===== src/rtl/shift_pkg.sv =====
// Shared types and step sizes for the multi-cycle shift sequencer.
package shift_pkg;

  typedef enum logic [1:0] {
    SH_SLL = 2'b00,
    SH_SRL = 2'b01,
    SH_SRA = 2'b10,
    SH_RSV = 2'b11
  } shift_op_e;

  typedef enum logic [1:0] {
    IDLE  = 2'b00,
    SHIFT = 2'b01,
    DONE  = 2'b10
  } seq_state_e;

  localparam int unsigned STEP_BIG   = 3;
  localparam int unsigned STEP_SMALL = 1;

endpackage


===== src/rtl/shift_sequencer_if.sv =====
// Request/result handshake bundle; slave is the sequencer side, master the requester/consumer side.
interface shift_sequencer_if #(
  parameter int WIDTH = 32,
  parameter int AMT_W = 5
) ();

  logic             in_valid;
  logic             in_ready;
  logic [WIDTH-1:0] in_data;
  logic [1:0]       in_op;
  logic [AMT_W-1:0] in_amt;
  logic             out_valid;
  logic             out_ready;
  logic [WIDTH-1:0] out_data;
  logic             out_err;
  logic             busy;

  modport slave (
    input  in_valid, in_data, in_op, in_amt, out_ready,
    output in_ready, out_valid, out_data, out_err, busy
  );

  modport master (
    output in_valid, in_data, in_op, in_amt, out_ready,
    input  in_ready, out_valid, out_data, out_err, busy
  );

endinterface


===== src/rtl/shift_step.sv =====
// Combinational fixed-step shifter: moves the value by 3 or 1 in the direction the op selects.
module shift_step
  import shift_pkg::*;
#(
  parameter int WIDTH = 32
) (
  input  logic [WIDTH-1:0] val_i,
  input  shift_op_e        op_i,
  input  logic             big_i,
  output logic [WIDTH-1:0] val_o
);

  always_comb begin
    val_o = val_i;
    case (op_i)
      SH_SLL:  val_o = big_i ? (val_i << STEP_BIG) : (val_i << STEP_SMALL);
      SH_SRL:  val_o = big_i ? (val_i >> STEP_BIG) : (val_i >> STEP_SMALL);
      // Refill from the current MSB each step so the sign survives every iteration.
      SH_SRA:  val_o = big_i ? ($signed(val_i) >>> STEP_BIG) : ($signed(val_i) >>> STEP_SMALL);
      default: val_o = val_i;
    endcase
  end

endmodule


===== src/rtl/shift_sequencer.sv =====
// Iterative 32-bit shifter: floor(amt/3)+(amt%3) steps, result one cycle after the last step.
// One request in flight; the result holds in DONE until out_ready, in_ready low meanwhile.
module shift_sequencer
  import shift_pkg::*;
#(
  parameter int WIDTH = 32,
  parameter int AMT_W = 5
) (
  input  logic              clk,
  input  logic              rst,
  shift_sequencer_if.slave  io
);

  seq_state_e       state_q, state_d;
  logic [WIDTH-1:0] data_q, data_d;
  shift_op_e        op_q, op_d;
  logic [AMT_W-1:0] rem_q, rem_d;
  logic             err_q, err_d;
  logic [WIDTH-1:0] step_out;
  logic             big_step;

  assign big_step = (rem_q >= AMT_W'(STEP_BIG));

  shift_step #(.WIDTH(WIDTH)) u_step (
    .val_i (data_q),
    .op_i  (op_q),
    .big_i (big_step),
    .val_o (step_out)
  );

  always_comb begin
    state_d = state_q;
    data_d  = data_q;
    op_d    = op_q;
    rem_d   = rem_q;
    err_d   = err_q;
    case (state_q)
      IDLE: begin
        if (io.in_valid) begin
          op_d    = shift_op_e'(io.in_op);
          data_d  = io.in_data;
          err_d   = (op_d == SH_RSV);
          // Reserved op skips the datapath entirely and reports an error.
          rem_d   = err_d ? '0 : io.in_amt;
          state_d = (rem_d != '0) ? SHIFT : DONE;
        end
      end
      SHIFT: begin
        data_d = step_out;
        rem_d  = rem_q - (big_step ? AMT_W'(STEP_BIG) : AMT_W'(STEP_SMALL));
        if (rem_d == '0) begin
          state_d = DONE;
        end
      end
      DONE: begin
        if (io.out_ready) begin
          state_d = IDLE;
        end
      end
      default: state_d = IDLE;
    endcase
  end

  always_ff @(posedge clk or posedge rst) begin
    if (rst) begin
      state_q <= IDLE;
      data_q  <= '0;
      op_q    <= SH_SLL;
      rem_q   <= '0;
      err_q   <= 1'b0;
    end else begin
      state_q <= state_d;
      data_q  <= data_d;
      op_q    <= op_d;
      rem_q   <= rem_d;
      err_q   <= err_d;
    end
  end

  // Outputs are masked outside DONE so intermediate step values never leak.
  assign io.in_ready  = (state_q == IDLE);
  assign io.out_valid = (state_q == DONE);
  assign io.out_data  = (state_q == DONE) ? data_q : '0;
  assign io.out_err   = (state_q == DONE) && err_q;
  assign io.busy      = (state_q != IDLE);

endmodule


===== src/flat_wrapper.sv =====
// flat-port wrapper written by rule: the top's interface ports become plain ports
module shift_sequencer_flat import shift_pkg::*;
#(
  parameter int WIDTH = 32,
  parameter int AMT_W = 5
)
  (clk, rst, io_in_valid, io_in_data, io_in_op, io_in_amt, io_out_ready, io_in_ready, io_out_valid, io_out_data, io_out_err, io_busy);
  shift_sequencer_if #(.WIDTH(WIDTH), .AMT_W(AMT_W)) io_i ();
  input  logic clk;
  input  logic rst;
  input wire logic [$bits(io_i.in_valid)-1:0] io_in_valid;
  input wire logic [$bits(io_i.in_data)-1:0] io_in_data;
  input wire logic [$bits(io_i.in_op)-1:0] io_in_op;
  input wire logic [$bits(io_i.in_amt)-1:0] io_in_amt;
  input wire logic [$bits(io_i.out_ready)-1:0] io_out_ready;
  output wire logic [$bits(io_i.in_ready)-1:0] io_in_ready;
  output wire logic [$bits(io_i.out_valid)-1:0] io_out_valid;
  output wire logic [$bits(io_i.out_data)-1:0] io_out_data;
  output wire logic [$bits(io_i.out_err)-1:0] io_out_err;
  output wire logic [$bits(io_i.busy)-1:0] io_busy;
  assign io_i.in_valid = io_in_valid;
  assign io_i.in_data = io_in_data;
  assign io_i.in_op = io_in_op;
  assign io_i.in_amt = io_in_amt;
  assign io_i.out_ready = io_out_ready;
  assign io_in_ready = io_i.in_ready;
  assign io_out_valid = io_i.out_valid;
  assign io_out_data = io_i.out_data;
  assign io_out_err = io_i.out_err;
  assign io_busy = io_i.busy;
  shift_sequencer #(.WIDTH(WIDTH), .AMT_W(AMT_W)) u_core (.clk(clk), .rst(rst), .io(io_i));
endmodule

===== config.mk =====
export PLATFORM = sky130hd
export DESIGN_NAME = shift_sequencer_flat
export DESIGN_NICKNAME = d
export VERILOG_FILES = /design/src/rtl/shift_pkg.sv /design/src/rtl/shift_sequencer_if.sv /design/src/rtl/shift_step.sv /design/src/rtl/shift_sequencer.sv /design/src/flat_wrapper.sv
export SDC_FILE = /design/constraint.sdc
export NUM_CORES = 1
export LEC_CHECK = 0
export BUFFER_PORTS_ARGS = -buffer_cell sky130_fd_sc_hd__buf_2
export CORE_AREA = 2 2 81 83
export DETAILED_ROUTE_END_ITERATION = 7
export DIE_AREA = 0 0 83 85
export PLACE_DENSITY = 0.75
export SETUP_SLACK_MARGIN = 0.4
export SYNTH_ARGS = -nofsm -noshare
export SYNTH_HDL_FRONTEND = slang
export SYNTH_SLANG_ARGS = --single-unit

===== constraint.sdc =====
create_clock -name clk -period 7 [get_ports clk]
set_input_delay 1.75 -clock clk [delete_from_list [all_inputs] [get_ports clk]]
set_output_delay 1.75 -clock clk [all_outputs]
set_load 0.02 [all_outputs]

==> results of run 1 <==
## metal layers
layer / track usage / vias up / part of all wire
met4: 0.0745 / 0 / 0.016
li1: - / 1516 / -
met1: 0.309 / 1450 / 0.46
met3: 0.0389 / 10 / 0.060
met2: 0.363 / 116 / 0.46
met5: 0 / - / 0
## power by group
group | internal, mW | switching (mW) | total [mW]
Clock | 0.152 | 0.0877 | 0.240
Sequential | 0.383 | 0.154 | 0.537
Combinational | 0.480 | 0.712 | 1.19
## cell usage in the layout, fill, tap and decap left out, types with 2 or more instances in the layout
cell type / instances
dfrtp_1: 42
ha_1: 5
xor2_1: 2
a32oi_1: 2
inv_1: 7
o22a_1: 6
o211ai_1: 3
nand2_1: 116
buf_4: 5
buf_2: 78
nand2b_1: 5
nor3_1: 5
a221o_1: 2
o211a_1: 2
clkbuf_8: 6
a31oi_1: 5
a21o_1: 2
o32a_1: 25
mux2_2: 2
bufinv_16: 2
nor2_1: 10
a21oi_1: 59
o21ai_0: 6
and2_1: 32
and3_1: 2
nand3_1: 7
o32ai_1: 2
## final cells by class
class | count | area [sq um] | share of cell area
well taps | 77 | 96.3 | 0.0271
clock buffers | 6 | 82.6 | 0.0233
inverters | 9 | 33.8 | 0.00951
clock inverters | 2 | 60.1 | 0.0169
repair buffers | 83 | 428 | 0.121
flip-flops and latches | 42 | 1050 | 0.296
multi-input cells | 316 | 1800 | 0.507
## cell families after synthesis
family,after synthesis,share of synthesized area
and+or+nand+nor,185,0.277
AOI/OAI and AO/OA,121,0.275
DFF,42,0.348
buffers and inverters,41,0.0593
adders and majority gates,6,0.0274
xor gates and xnor gates,2,0.00581
muxes,2,0.00746
## state kept, by name, indices dropped and copies added (netlist names)
name,cells
u_core.rem_q,5
u_core.err_q,1
u_core.data_q,32
u_core.op_q,2
u_core.state_q,2
## worst min-delay path by stage
stage / cells after the start / start / end / slack (ps)
after floorplan: 2 / u_core.err_q$_DFFE_PP0P_ / u_core.err_q$_DFFE_PP0P_ / 440
after global placement: 2 / u_core.err_q$_DFFE_PP0P_ / u_core.err_q$_DFFE_PP0P_ / 460
after detailed placement: 2 / u_core.err_q$_DFFE_PP0P_ / u_core.err_q$_DFFE_PP0P_ / 470
after CTS: 2 / u_core.err_q$_DFFE_PP0P_ / u_core.err_q$_DFFE_PP0P_ / 490
after global routing: 2 / u_core.err_q$_DFFE_PP0P_ / u_core.err_q$_DFFE_PP0P_ / 530
final: 2 / u_core.err_q$_DFFE_PP0P_ / u_core.err_q$_DFFE_PP0P_ / 480
## metrics by stage
stage	setup WS [ps]	std cells	instance area (sq um)	hold WS (ps)	util
after floorplan	3690	399	3020	442	-
after global placement	3230	527	3410	458	0.549
after detailed placement	3040	527	3410	472	0.549
after CTS	2720	535	3550	490	0.572
after global routing	2520	535	3550	534	0.572
final	2730	535	3550	480	0.572
## critical path: cells and delay by family (launching register included)
kind                   cells  cell delay [ps]
flip-flops                 1              530
AND/OR/NAND/NOR            2              900
buffers and inverters      3              790
==> impl_metrics.json, run 1 <==
{
  "status": "finished, final reports clean",
  "antenna_cells": 0,
  "nets": 506,
  "synth_area_sq_um": 3020,
  "finClkSkew_ps": 11.4,
  "synth_top_area_share": 0.348,
  "postSynthCellCount": 399,
  "setup_tns_ps": 0,
  "place_congestion": 0.859,
  "ioPinCount": 79,
  "cts_made_buffers": 5,
  "startpoint": "u_core.state_q[1]$_DFFE_PP0P_",
  "gr-total-overflow": 0,
  "synth_nets": 448,
  "synthFlopType": "dfrtp_1",
  "syn_avg_cell_area_sq_um": 7.56,
  "fmax_ghz": 0.234,
  "hold_buffers": 0,
  "power_mw": 1.97,
  "drt_iter0_markers": 271,
  "seq_area_frac_synth": 0.348,
  "die_area_sq_um": 7060,
  "grt_max_degree": 63,
  "die_w_um": 83,
  "synth.distinct_cells": 45,
  "setup_violations": 0,
  "num_vias": 3092,
  "final.period_utilization": 0.610,
  "cts-root-buf": "clkbuf_8",
  "area_growth_pct": 17.7,
  "synth.top_cells.by_count": "116 x nand2_1, 60 x a21oi_1, 42 x dfrtp_1, 32 x and2_1, 25 x o32a_1",
  "initial_utilization": 0.486,
  "drv_slew": 0,
  "r2r_slack_ps": 3520,
  "clkTransAtPathRegs_ps": 80,
  "async_flop_share": 1.00,
  "cp-endpoint": "io_out_data[12]",
  "r2r-start": "u_core.rem_q[0]$_DFFE_PP0P_",
  "drive_gt1_frac": 0.212,
  "worstReg2RegEnd": "u_core.rem_q[3]$_DFFE_PP0P_",
  "nFillCells": 596,
  "maxCapViolCount": 0,
  "clkLatencyLatePin_ps": 300,
  "h-tree-depth": 2,
  "slew_headroom": 0.267,
  "synth.largest_area_cell": "dfrtp_1",
  "p_leak_nw": 1.73,
  "grt_pass1_vias": 2761,
  "drc": 0,
  "row_count": 29,
  "period_minus_slack_ps": 4270,
  "die_h_um": 85,
  "synth-seq-cells": 42,
  "worstPathArrival_ps": 2520,
  "io_buffer_count": 78,
  "cts_buffer_depth": 2,
  "synth.area.top_cells": "dfrtp_1 35%, nand2_1 14%, a21oi_1 10%",
  "start_kind": "register",
  "ff2ff_path_depth": 7,
  "cp_max_fo": 18,
  "slowest_delay_ps": 750,
  "max-vdd-ir-drop_uv": 260,
  "crit_path_end_kind": "output port",
  "dr.pass1.iters": 5,
  "drtAntennaViolNets": 0,
  "avgRoutedWirePerCell_um": 15.0,
  "cts_resized": 0,
  "track_usage": 0.225,
  "rsz0062_at_grt": "no",
  "hold_violations": 0,
  "p_per_area_nw_per_um2": 554,
  "cts_sinks": 42,
  "cts_tree": "yes",
  "vias_per_cell": 5.78,
  "critPathKind": "reg2out",
  "grt_pass1_wl_um": 13100,
  "tightest_slew_ps": 1100,
  "antenna_found_initial": 0,
  "synth_most_common_cell": "nand2_1",
  "required_ps": 5250,
  "core_sq_um": 6200,
  "synth-edff-count": 0,
  "yosysWarnings": 0,
  "post_cts_buffers": 0,
  "hold_path_class": "reg2reg",
  "worstPathCellList": "clkinv_1 -> nor2_1 -> buf_4 -> and2_1 -> buf_2",
  "slowest_stage": "nor2_1",
  "drt_wl_total_um": 8050,
  "dpl.hpwl_um": 5610
}
Note: power is estimated with default switching activity, not from simulation.
==> inputs of run 2 (changes only) <==
--- a/config.mk
+++ b/config.mk
@@ -6,9 +6,9 @@
 export NUM_CORES = 1
 export LEC_CHECK = 0
 export BUFFER_PORTS_ARGS = -buffer_cell sky130_fd_sc_hd__buf_2
-export CORE_AREA = 2 2 81 83
+export CORE_AREA = 2 2 83 85
 export DETAILED_ROUTE_END_ITERATION = 7
-export DIE_AREA = 0 0 83 85
+export DIE_AREA = 0 0 85 87
 export PLACE_DENSITY = 0.75
 export SETUP_SLACK_MARGIN = 0.4
 export SYNTH_ARGS = -nofsm -noshare
==> constraint.sdc (replaced) <==
create_clock -name clk -period 3.8 [get_ports clk]
set_input_delay 0.95 -clock clk [delete_from_list [all_inputs] [get_ports clk]]
set_output_delay 0.95 -clock clk [all_outputs]
set_load 0.02 [all_outputs]
==> run 2 against run 1 <==
  * Register-to-register slack lost 2500 ps
  * Via count increased by 1.2%
  * Clock skew is 3.2 ps lower
  * Die area grew 4.8%
  * Clock power up 28%
  * Setup slack worse by 1800 ps
  * Routed wire length fell by 1.1%
  * Critical path depth unchanged
  * Design area down 0.70%
  * First-iteration DRC count rose by 3.3%
==> impl_metrics.json, run 2 (synthesized netlist as in run 1, its figures left out) <==
{
  "swShare": 0.499,
  "area_growth_pct": 16.8,
  "period_minus_slack_ps": 2910,
  "dp_cells": 533,
  "reg.largest.list": "u_core.data_q x32, u_core.rem_q x5",
  "grt_max_degree": 43,
  "finClkSkew_ps": 8.22,
  "clkPwrFrac": 0.087,
  "largest_register": "u_core.data_q",
  "dr.pass1.iters": 6,
  "dpl.hpwl_um": 5670,
  "drv_slew": 0,
  "worstPathArrival_ps": 1960,
  "cts_resized": 0,
  "slowest_stage": "dfrtp_1",
  "nets": 509,
  "p_int_mw": 1.76,
  "drive_gt1_frac": 0.215,
  "fmax_ghz": 0.344,
  "hold_path_class": "reg2reg",
  "rsz0062_at_grt": "no",
  "regArea_sq_um": 1050,
  "cts_tree": "yes",
  "hold_buffers": 0,
  "h-tree-depth": 2,
  "crit_path_end_kind": "output port",
  "worstPathCellList": "clkinv_1 -> nor2_1 -> buf_4 -> and2_1 -> buf_2",
  "start_kind": "register",
  "p_leak_nw": 1.72,
  "drc": 0,
  "grt_pass1_vias": 2886,
  "setup_violations": 0,
  "die_area_sq_um": 7400,
  "num_vias": 3130,
  "post-place-ws_ps": 983,
  "max-vdd-ir-drop_uv": 440,
  "antenna_cells": 0,
  "required_ps": 2850,
  "cts_sinks": 42,
  "avgRoutedWirePerCell_um": 14.7,
  "post_cts_buffers": 0,
  "cp_max_fo": 21,
  "io_buffer_count": 78,
  "p_per_area_nw_per_um2": 994,
  "setup_tns_ps": 0,
  "die_h_um": 87,
  "tightest_slew_ps": 1010,
  "largest_register_ffs": 32,
  "clkLatencyLatePin_ps": 300,
  "hold_violations": 0,
  "final_common_cell": "nand2_1",
  "critPathKind": "reg2out",
  "slew_headroom": 0.327,
  "grt_pass1_wl_um": 13300,
  "row_count": 30,
  "antenna_found_initial": 0,
  "slowest_delay_ps": 540,
  "gr-total-overflow": 0,
  "cts_made_buffers": 5,
  "maxCapViolCount": 0,
  "core_sq_um": 6570,
  "p_sw_mw": 1.75,
  "final_util": 0.537,
  "place_congestion": 0.947,
  "drt_iter0_markers": 280,
  "nFillCells": 640,
  "final.period_utilization": 0.765,
  "setup_ws_ps": 892,
  "cts_buffer_depth": 2,
  "final_area_sq_um": 3530,
  "final_cells": 541,
  "power_mw": 3.51,
  "power_frac_comb": 0.629,
  "cts-root-buf": "clkbuf_8",
  "p_seq_frac": 0.284,
  "multi_input_comb_area_sq_um": 1800,
  "layout_common_cells": "116 x nand2_1, 78 x buf_2, 59 x a21oi_1",
  "clkTransAtPathRegs_ps": 80,
  "drtAntennaViolNets": 0,
  "place_area_sq_um": 3430,
  "track_usage": 0.219,
  "ioPinCount": 79,
  "vias_per_cell": 5.79,
  "holdWs_ps": 478,
  "die_w_um": 85,
  "drt_wl_total_um": 7960,
  "initial_utilization": 0.459,
  "status": "finished, final reports clean"
}
[run 2: changes by cell type in the layout (fill, tap and decap cells not counted), sizes merged]
cell,delta
bufinv,-2
clkbuf,+1
buf,+3
clkinv,+1
[run 2: final timing paths]
kind / end / slack (ps) / cells after the start / from
max: io_out_data[12] / 890 / 5 / u_core.state_q[1]$_DFFE_PP0P_
min: u_core.err_q$_DFFE_PP0P_ / 480 / 2 / u_core.err_q$_DFFE_PP0P_
max reg2reg: u_core.state_q[0]$_DFFE_PP0P_ / 990 / 7 / u_core.rem_q[0]$_DFFE_PP0P_
min reg2reg: u_core.err_q$_DFFE_PP0P_ / 480 / 2 / u_core.err_q$_DFFE_PP0P_
max in group asynchronous: u_core.data_q[2]$_DFFE_PP0P_ / 2650 / 3 / rst
min in group asynchronous: u_core.data_q[0]$_DFFE_PP0P_ / 780 / 3 / rst
[run 2: area by class of cell]
cell class / count / share of cell area
multi-input combinational: 316 / 0.510
sequential: 42 / 0.298
timing repair buffer: 86 / 0.128
tap: 80 / 0.0284
clock buffer: 7 / 0.0245
inverter: 9 / 0.00958
clock inverter: 1 / 0.00142
[run 2: per-layer routing]
metal | up-vias | GRT usage | routed length, um
li1 | 1528 | - | -
met1 | 1460 | 0.297 | 3570
met2 | 132 | 0.369 | 3810
met3 | 10 | 0.0303 | 512
met4 | 0 | 0.0563 | 69
met5 | - | 0 | 0
[run 2: critical path, delay by kind of cell, from the launching register on]
family | cells | cell delay (ps)
and+or+nand+nor | 2 | 360
DFF | 1 | 540
buffers and inverters | 3 | 740
[run 2: power groups by stage]
stage,sequential (mW),clock (mW),combinational (mW)
after floorplan,0.870,0,1.82
after global placement,0.979,0,2.14
after detailed placement,0.993,0,2.19
after CTS,0.984,0.313,2.20
after global routing,1.04,0.328,2.47
final,0.995,0.306,2.20
